[config.mk]
export PLATFORM = sky130hd
export DESIGN_NAME = sr_task_queue_array
export DESIGN_NICKNAME = d
export VERILOG_FILES = /design/src/rtl/sr_task_queue_array.sv
export SDC_FILE = /design/constraint.sdc
export NUM_CORES = 2
export LEC_CHECK = 0
export BUFFER_PORTS_ARGS = -buffer_cell sky130_fd_sc_hd__buf_2
export CORE_ASPECT_RATIO = 1.75
export CORE_MARGIN = 2
export CORE_UTILIZATION = 45
export DETAILED_ROUTE_END_ITERATION = 10
export PLACE_DENSITY_LB_ADDON = 0.12
export REMOVE_ABC_BUFFERS = 1
export SYNTH_ARGS = -nofsm -noshare
export SYNTH_HDL_FRONTEND = slang
export SYNTH_SLANG_ARGS = --single-unit
[constraint.sdc]
create_clock -name clk -period 14 [get_ports clk]
set_input_delay 0.7 -clock clk [delete_from_list [all_inputs] [get_ports clk]]
set_output_delay 0.7 -clock clk [all_outputs]
set_load 0.05 [all_outputs]
[src/rtl/sr_task_queue_array.sv]
// Sorted shift-register task queue. Cells stay packed in ascending key order, and
// keys count down on tick. A per-task sched bit decides which entry the dispatcher sees.
module sr_task_queue_array #(
  parameter int DEPTH = 8,
  parameter int TID_W = 4,
  parameter int KEY_W = 32,
  localparam int CNT_W = $clog2(DEPTH + 1)
) (
  input  logic             clk,
  input  logic             rst_n,
  input  logic             tick,
  input  logic             cmd_valid,
  input  logic [1:0]       cmd_op,
  input  logic [TID_W-1:0] cmd_tid,
  input  logic [KEY_W-1:0] cmd_key,
  input  logic             cmd_blk,
  output logic             resp_valid,
  output logic             resp_err,
  output logic [TID_W-1:0] resp_tid,
  output logic [KEY_W-1:0] resp_key,
  output logic             head_valid,
  output logic [TID_W-1:0] head_tid,
  output logic [KEY_W-1:0] head_key,
  output logic [CNT_W-1:0] count,
  output logic             empty,
  output logic             full
);
  localparam int IDX_W = $clog2(DEPTH);
  localparam logic [1:0] OP_ENQ = 2'b00;
  localparam logic [1:0] OP_DEQ = 2'b01;
  localparam logic [1:0] OP_REM = 2'b10;
  localparam logic [1:0] OP_SET = 2'b11;

  logic [TID_W-1:0] tid_q [DEPTH];
  logic [KEY_W-1:0] key_q [DEPTH];
  logic [DEPTH-1:0] sched_q;
  logic [CNT_W-1:0] count_q;

  logic [DEPTH-1:0] valid;
  logic [KEY_W-1:0] key_post [DEPTH];
  logic [TID_W-1:0] sr_tid [DEPTH], sl_tid [DEPTH], n_tid [DEPTH];
  logic [KEY_W-1:0] sr_key [DEPTH], sl_key [DEPTH], n_key [DEPTH];
  logic [DEPTH-1:0] sr_sched, sl_sched, n_sched;
  logic             head_found, hit_found;
  logic [IDX_W-1:0] head_idx, hit_idx, del_idx;
  logic [CNT_W-1:0] ins_idx;
  logic             do_ins, do_del, do_set;
  logic             rsp_err;
  logic [TID_W-1:0] rsp_tid;
  logic [KEY_W-1:0] rsp_key;

  // Lookups all run on post-tick keys, so insertion sees the same keys that get stored.
  always_comb begin
    head_found = 1'b0;
    head_idx   = '0;
    hit_found  = 1'b0;
    hit_idx    = '0;
    ins_idx    = count_q;
    for (int i = 0; i < DEPTH; i++) begin
      valid[i]    = CNT_W'(i) < count_q;
      key_post[i] = (valid[i] && tick && key_q[i] != '0) ? key_q[i] - KEY_W'(1) : key_q[i];
      if (valid[i] && sched_q[i] && !head_found) begin
        head_found = 1'b1;
        head_idx   = IDX_W'(i);
      end
      if (valid[i] && tid_q[i] == cmd_tid && !hit_found) begin
        hit_found = 1'b1;
        hit_idx   = IDX_W'(i);
      end
      if (valid[i] && key_post[i] > cmd_key && ins_idx == count_q) ins_idx = CNT_W'(i);
    end
  end

  always_comb begin
    do_ins  = 1'b0;
    do_del  = 1'b0;
    do_set  = 1'b0;
    del_idx = '0;
    rsp_err = 1'b0;
    rsp_tid = cmd_tid;
    rsp_key = '0;
    if (cmd_valid) begin
      case (cmd_op)
        OP_ENQ: if (full || hit_found) rsp_err = 1'b1; else do_ins = 1'b1;
        OP_DEQ: begin
          if (!head_found) rsp_err = 1'b1;
          else begin
            do_del  = 1'b1;
            del_idx = head_idx;
            rsp_tid = tid_q[head_idx];
            rsp_key = key_post[head_idx];
          end
        end
        OP_REM: begin
          if (!hit_found) rsp_err = 1'b1;
          else begin
            do_del  = 1'b1;
            del_idx = hit_idx;
          end
        end
        default: if (!hit_found) rsp_err = 1'b1; else do_set = 1'b1;
      endcase
    end
  end

  always_comb begin
    sr_tid[0]           = '0;
    sr_key[0]           = '0;
    sl_tid[DEPTH-1]     = '0;
    sl_key[DEPTH-1]     = '0;
    sr_sched            = {sched_q[DEPTH-2:0], 1'b0};
    sl_sched            = {1'b0, sched_q[DEPTH-1:1]};
    for (int i = 1; i < DEPTH; i++) begin
      sr_tid[i] = tid_q[i-1];
      sr_key[i] = key_post[i-1];
    end
    for (int i = 0; i < DEPTH - 1; i++) begin
      sl_tid[i] = tid_q[i+1];
      sl_key[i] = key_post[i+1];
    end
    for (int i = 0; i < DEPTH; i++) begin
      n_tid[i]   = tid_q[i];
      n_key[i]   = key_post[i];
      n_sched[i] = sched_q[i];
      if (do_ins && CNT_W'(i) == ins_idx) begin
        n_tid[i]   = cmd_tid;
        n_key[i]   = cmd_key;
        n_sched[i] = ~cmd_blk;
      end else if (do_ins && CNT_W'(i) > ins_idx) begin
        n_tid[i]   = sr_tid[i];
        n_key[i]   = sr_key[i];
        n_sched[i] = sr_sched[i];
      end
      if (do_del && IDX_W'(i) >= del_idx) begin
        n_tid[i]   = sl_tid[i];
        n_key[i]   = sl_key[i];
        n_sched[i] = sl_sched[i];
      end
      if (do_set && IDX_W'(i) == hit_idx) n_sched[i] = ~cmd_blk;
    end
  end

  always_ff @(posedge clk) begin
    if (!rst_n) begin
      for (int i = 0; i < DEPTH; i++) begin
        tid_q[i] <= '0;
        key_q[i] <= '0;
      end
      sched_q    <= '0;
      count_q    <= '0;
      resp_valid <= 1'b0;
      resp_err   <= 1'b0;
      resp_tid   <= '0;
      resp_key   <= '0;
    end else begin
      for (int i = 0; i < DEPTH; i++) begin
        tid_q[i] <= n_tid[i];
        key_q[i] <= n_key[i];
      end
      sched_q    <= n_sched;
      if (do_ins) count_q <= count_q + CNT_W'(1);
      else if (do_del) count_q <= count_q - CNT_W'(1);
      resp_valid <= cmd_valid;
      resp_err   <= cmd_valid & rsp_err;
      resp_tid   <= cmd_valid ? rsp_tid : '0;
      resp_key   <= cmd_valid ? rsp_key : '0;
    end
  end

  assign head_valid = head_found;
  assign head_tid   = head_found ? tid_q[head_idx] : '0;
  assign head_key   = head_found ? key_q[head_idx] : '0;
  assign count      = count_q;
  assign empty      = count_q == '0;
  assign full       = count_q == CNT_W'(DEPTH);
endmodule

==> qor.csv <==
metric,value,unit
WL final,182.0,mm
Worst path slowest cell,xnor2_1,
Total GRT Usage,48.90,%
Area Growth Syn to Fin,9.244,%
IO Count,124,
final core area utilization,49.47,%
post-CTS sizing,0,
Switching Share,37.46,%
cells after synthesis,4165,
register bit total from synthesis,338,
crit path time final,10.70,ns
Final Max Slew Viols,1,
final setup skew,0.02366,ns
nets@finish,4457,
cts-stage hold buffer count,0,
hold crit path type,in -> reg,
clk slew on worst S/H paths,0.07,ns
# rows,130,
fin crit share,76.45,%
most common library cells after synthesis,"nor2_1 (421), nand2_1 (419), dfxtp_1 (338)",
Max VDD drop,91.48,uV
Critical Path Max Stage Delay,1.13,ns
"count leader, synth",nor2_1,
initial antenna violation count,13,
CP Max Fanout,37,
largest net degree at the start of global routing,98,
measured slew at the worst slew-check pin,1.497,ns
Core Area,0.07141,mm^2
H-tree depth,2,
GR Overflow Total,0,
Pre-antenna DRT Iters,8,
Vias,36497,
share of cells above drive strength 1,11.96,%
initial core utilization,45.28,%
CTS buffer count,40,
Mapped Area,0.03233,mm^2
gpl congestion,1.060,
reported leakage power,15.35,nW
failing checks,"max-capacitance violations, max-slew violations",
setup_tns,0,ns
CP Cell Sequence,or4_1 > nor4_1 > nand4_1 > o211ai_1 > nor4_1 > nand2_1 > nor2_1 > xnor2_1 > inv_1 > ha_1 > nand4_1 > nor4_1 > a22oi_1 > nor4_2 > nor2b_1 > nand3_1 > and3_1 > a221o_1 > nor3_2 > a21oi_1 > nand4bb_4 > mux2i_1 > a21oi_1,
PortBufs,123,
Post-Syn Area per Cell,7.763,um^2
top_reg_cell synth,dfxtp_1,
CTS tree,yes,
slew margin rel.,-0.4908,%
Reg power frac,35.2,%
Area contributors post-synth,"dfxtp_1 (21%), ha_1 (11%), mux4_2 (7.6%)",
internal power,1.937,mW
Setup Buffers After CTS,0,
drt initial violations,4289,
upper clock frequency limit,0.09344,GHz
global-route wire length before repair,256.8,mm
Worst EP required,14.46,ns
ys async rst share,0,%
Crit Path Category,reg -> reg,
cell total after placement,5017,
max cap viols,1,
Synthesis Warnings,0,
register area share after synthesis,20.93,%
post-synth top area share,20.93,%
post-route ant nets,0,
Final Setup Violations,0,
unrepaired setup endpoints after global routing,no,
Sw Pwr,1.160,mW
CP dominant cell by count,nor4_1,
die height,358.6,um
PD cells,87.67,mW/mm^2
Clock Path Buffers,3,
vias in the first global route,35478,
final std cells w/o fill,5099,
Synth area leader,dfxtp_1,
Hold Fails Final Rpt,0,
dpl hpwl,132.4,mm
crit end category,flop,
latest clock arrival within the worst-skew pair,0.62,ns
DRC,0,
WP data arrival,11.17,ns
status,"complete, but fails checks",
Chip Width,206.6,um
Yosys cell types,88,
clock group share of total power,38.4,%
clk root buf,clkbuf_16,
Post-synth EDFFs,0,
clock sink count,338,
crit start category,flop,
combinational share of power,26.4,%
vias per std cell,7.158,
wire per inst,35.70,um
Die ar.,0.07410,mm^2
-- per-stage QoR --
step,setup slack [ns],power [mW],instance area (um^2),hold WS [ns]
after floorplan,-3.127,1.537,31180,0.4742
after global placement,3.697,1.860,33920,0.5479
after detailed placement,3.565,1.865,33920,0.5440
after CTS,3.540,3.027,35300,0.4776
after global routing,2.686,3.169,35300,0.5061
final,3.298,3.097,35320,0.5151
-- path summary, 6_finish.rpt --
| path | start | to | slack, ns | depth (start not counted) |
|---|---|---|---|---|
| setup reg to reg | key_q[0][3] | key_q[4][17] | 3.30 | 23 |
| setup / recovery | key_q[0][3] | key_q[4][17] | 3.30 | 23 |
| hold / removal | cmd_key[27] | key_q[2][27] | 0.52 | 3 |
| hold reg to reg | tid_q[7][0] | tid_q[6][0] | 0.57 | 2 |
-- metal layers --
metal	GRT usage, %	part of all wire (%)
met1	45.79	30
met2	77.97	45
met3	15.04	9.8
met4	58.61	15
met5	0	0.038
-- cell usage in the layout, fill, tap and decap left out, types with 17 or more instances in the layout --
| master | count |
|---|---|
| mux4_2 | 109 |
| or4_1 | 45 |
| dfxtp_1 | 338 |
| nor3_1 | 111 |
| mux2i_1 | 73 |
| ha_1 | 279 |
| buf_2 | 122 |
| o211ai_1 | 65 |
| buf_4 | 101 |
| or3_1 | 36 |
| a211oi_1 | 95 |
| a221oi_1 | 72 |
| inv_1 | 195 |
| a21o_1 | 45 |
| a22oi_1 | 17 |
| o21ai_0 | 264 |
| nand3b_1 | 20 |
| nand2b_1 | 33 |
| nor2b_1 | 19 |
| clkbuf_16 | 41 |
| xnor2_1 | 137 |
| nor2_1 | 414 |
| nand4_1 | 54 |
| mux2_2 | 22 |
| o221ai_1 | 68 |
| a21oi_1 | 309 |
| a211o_1 | 33 |
| o21ai_1 | 20 |
| a31oi_1 | 59 |
| nor4_1 | 49 |
| nand2_1 | 417 |
| nand3_1 | 81 |
| xor2_1 | 136 |
-- power groups by stage --
| stage | sequential (mW) | clock (mW) | combinational (mW) |
|---|---|---|---|
| CTS | 1.08 | 1.18 | 0.766 |
| global placement | 1.10 | 0 | 0.757 |
| floorplan | 1.07 | 0 | 0.469 |
| detailed placement | 1.10 | 0 | 0.762 |
| finish | 1.09 | 1.19 | 0.818 |
| global route | 1.09 | 1.22 | 0.863 |
-- sequential cells by signal, indices dropped and copies added, names as in the netlist --
signal,flops
key_q,256
resp_key,32
tid_q,32
sched_q,8
count,4
resp_tid,4
resp_err,1
resp_valid,1
-- cell families after synthesis --
logic type / share of synthesized area, %
buffers and inverters: 5.858
AND/OR/NAND/NOR: 19.94
flip-flops: 20.93
AO/OA/AOI/OAI: 24.47
XOR/XNOR: 7.395
adder cells (fa/ha/maj): 10.80
multiplexers: 10.62
-- worst max-delay path, delay by kind of cell, from the launching register on --
| family | cells | cell delay (ns) |
|---|---|---|
| buf+inv | 1 | 0.25 |
| mux | 1 | 0.44 |
| flops | 1 | 0.41 |
| simple gates | 14 | 6.05 |
| fa+ha+maj | 1 | 0.39 |
| compound gates | 5 | 1.80 |
| xor+xnor | 1 | 1.13 |
-- cell type report --
type,count,area (um^2)
Tap cell,924,1156
Fill cell,7258,36080
Sequential cell,338,6766
Clock buffer,50,1100
Timing Repair Buffer,223,1369
Clock inverter,22,279.0
Antenna cell,10,25.02
Inverter,197,742.0
Multi-Input combinational cell,3335,23890
No activity file was read; power rests on OpenSTA's default activity.
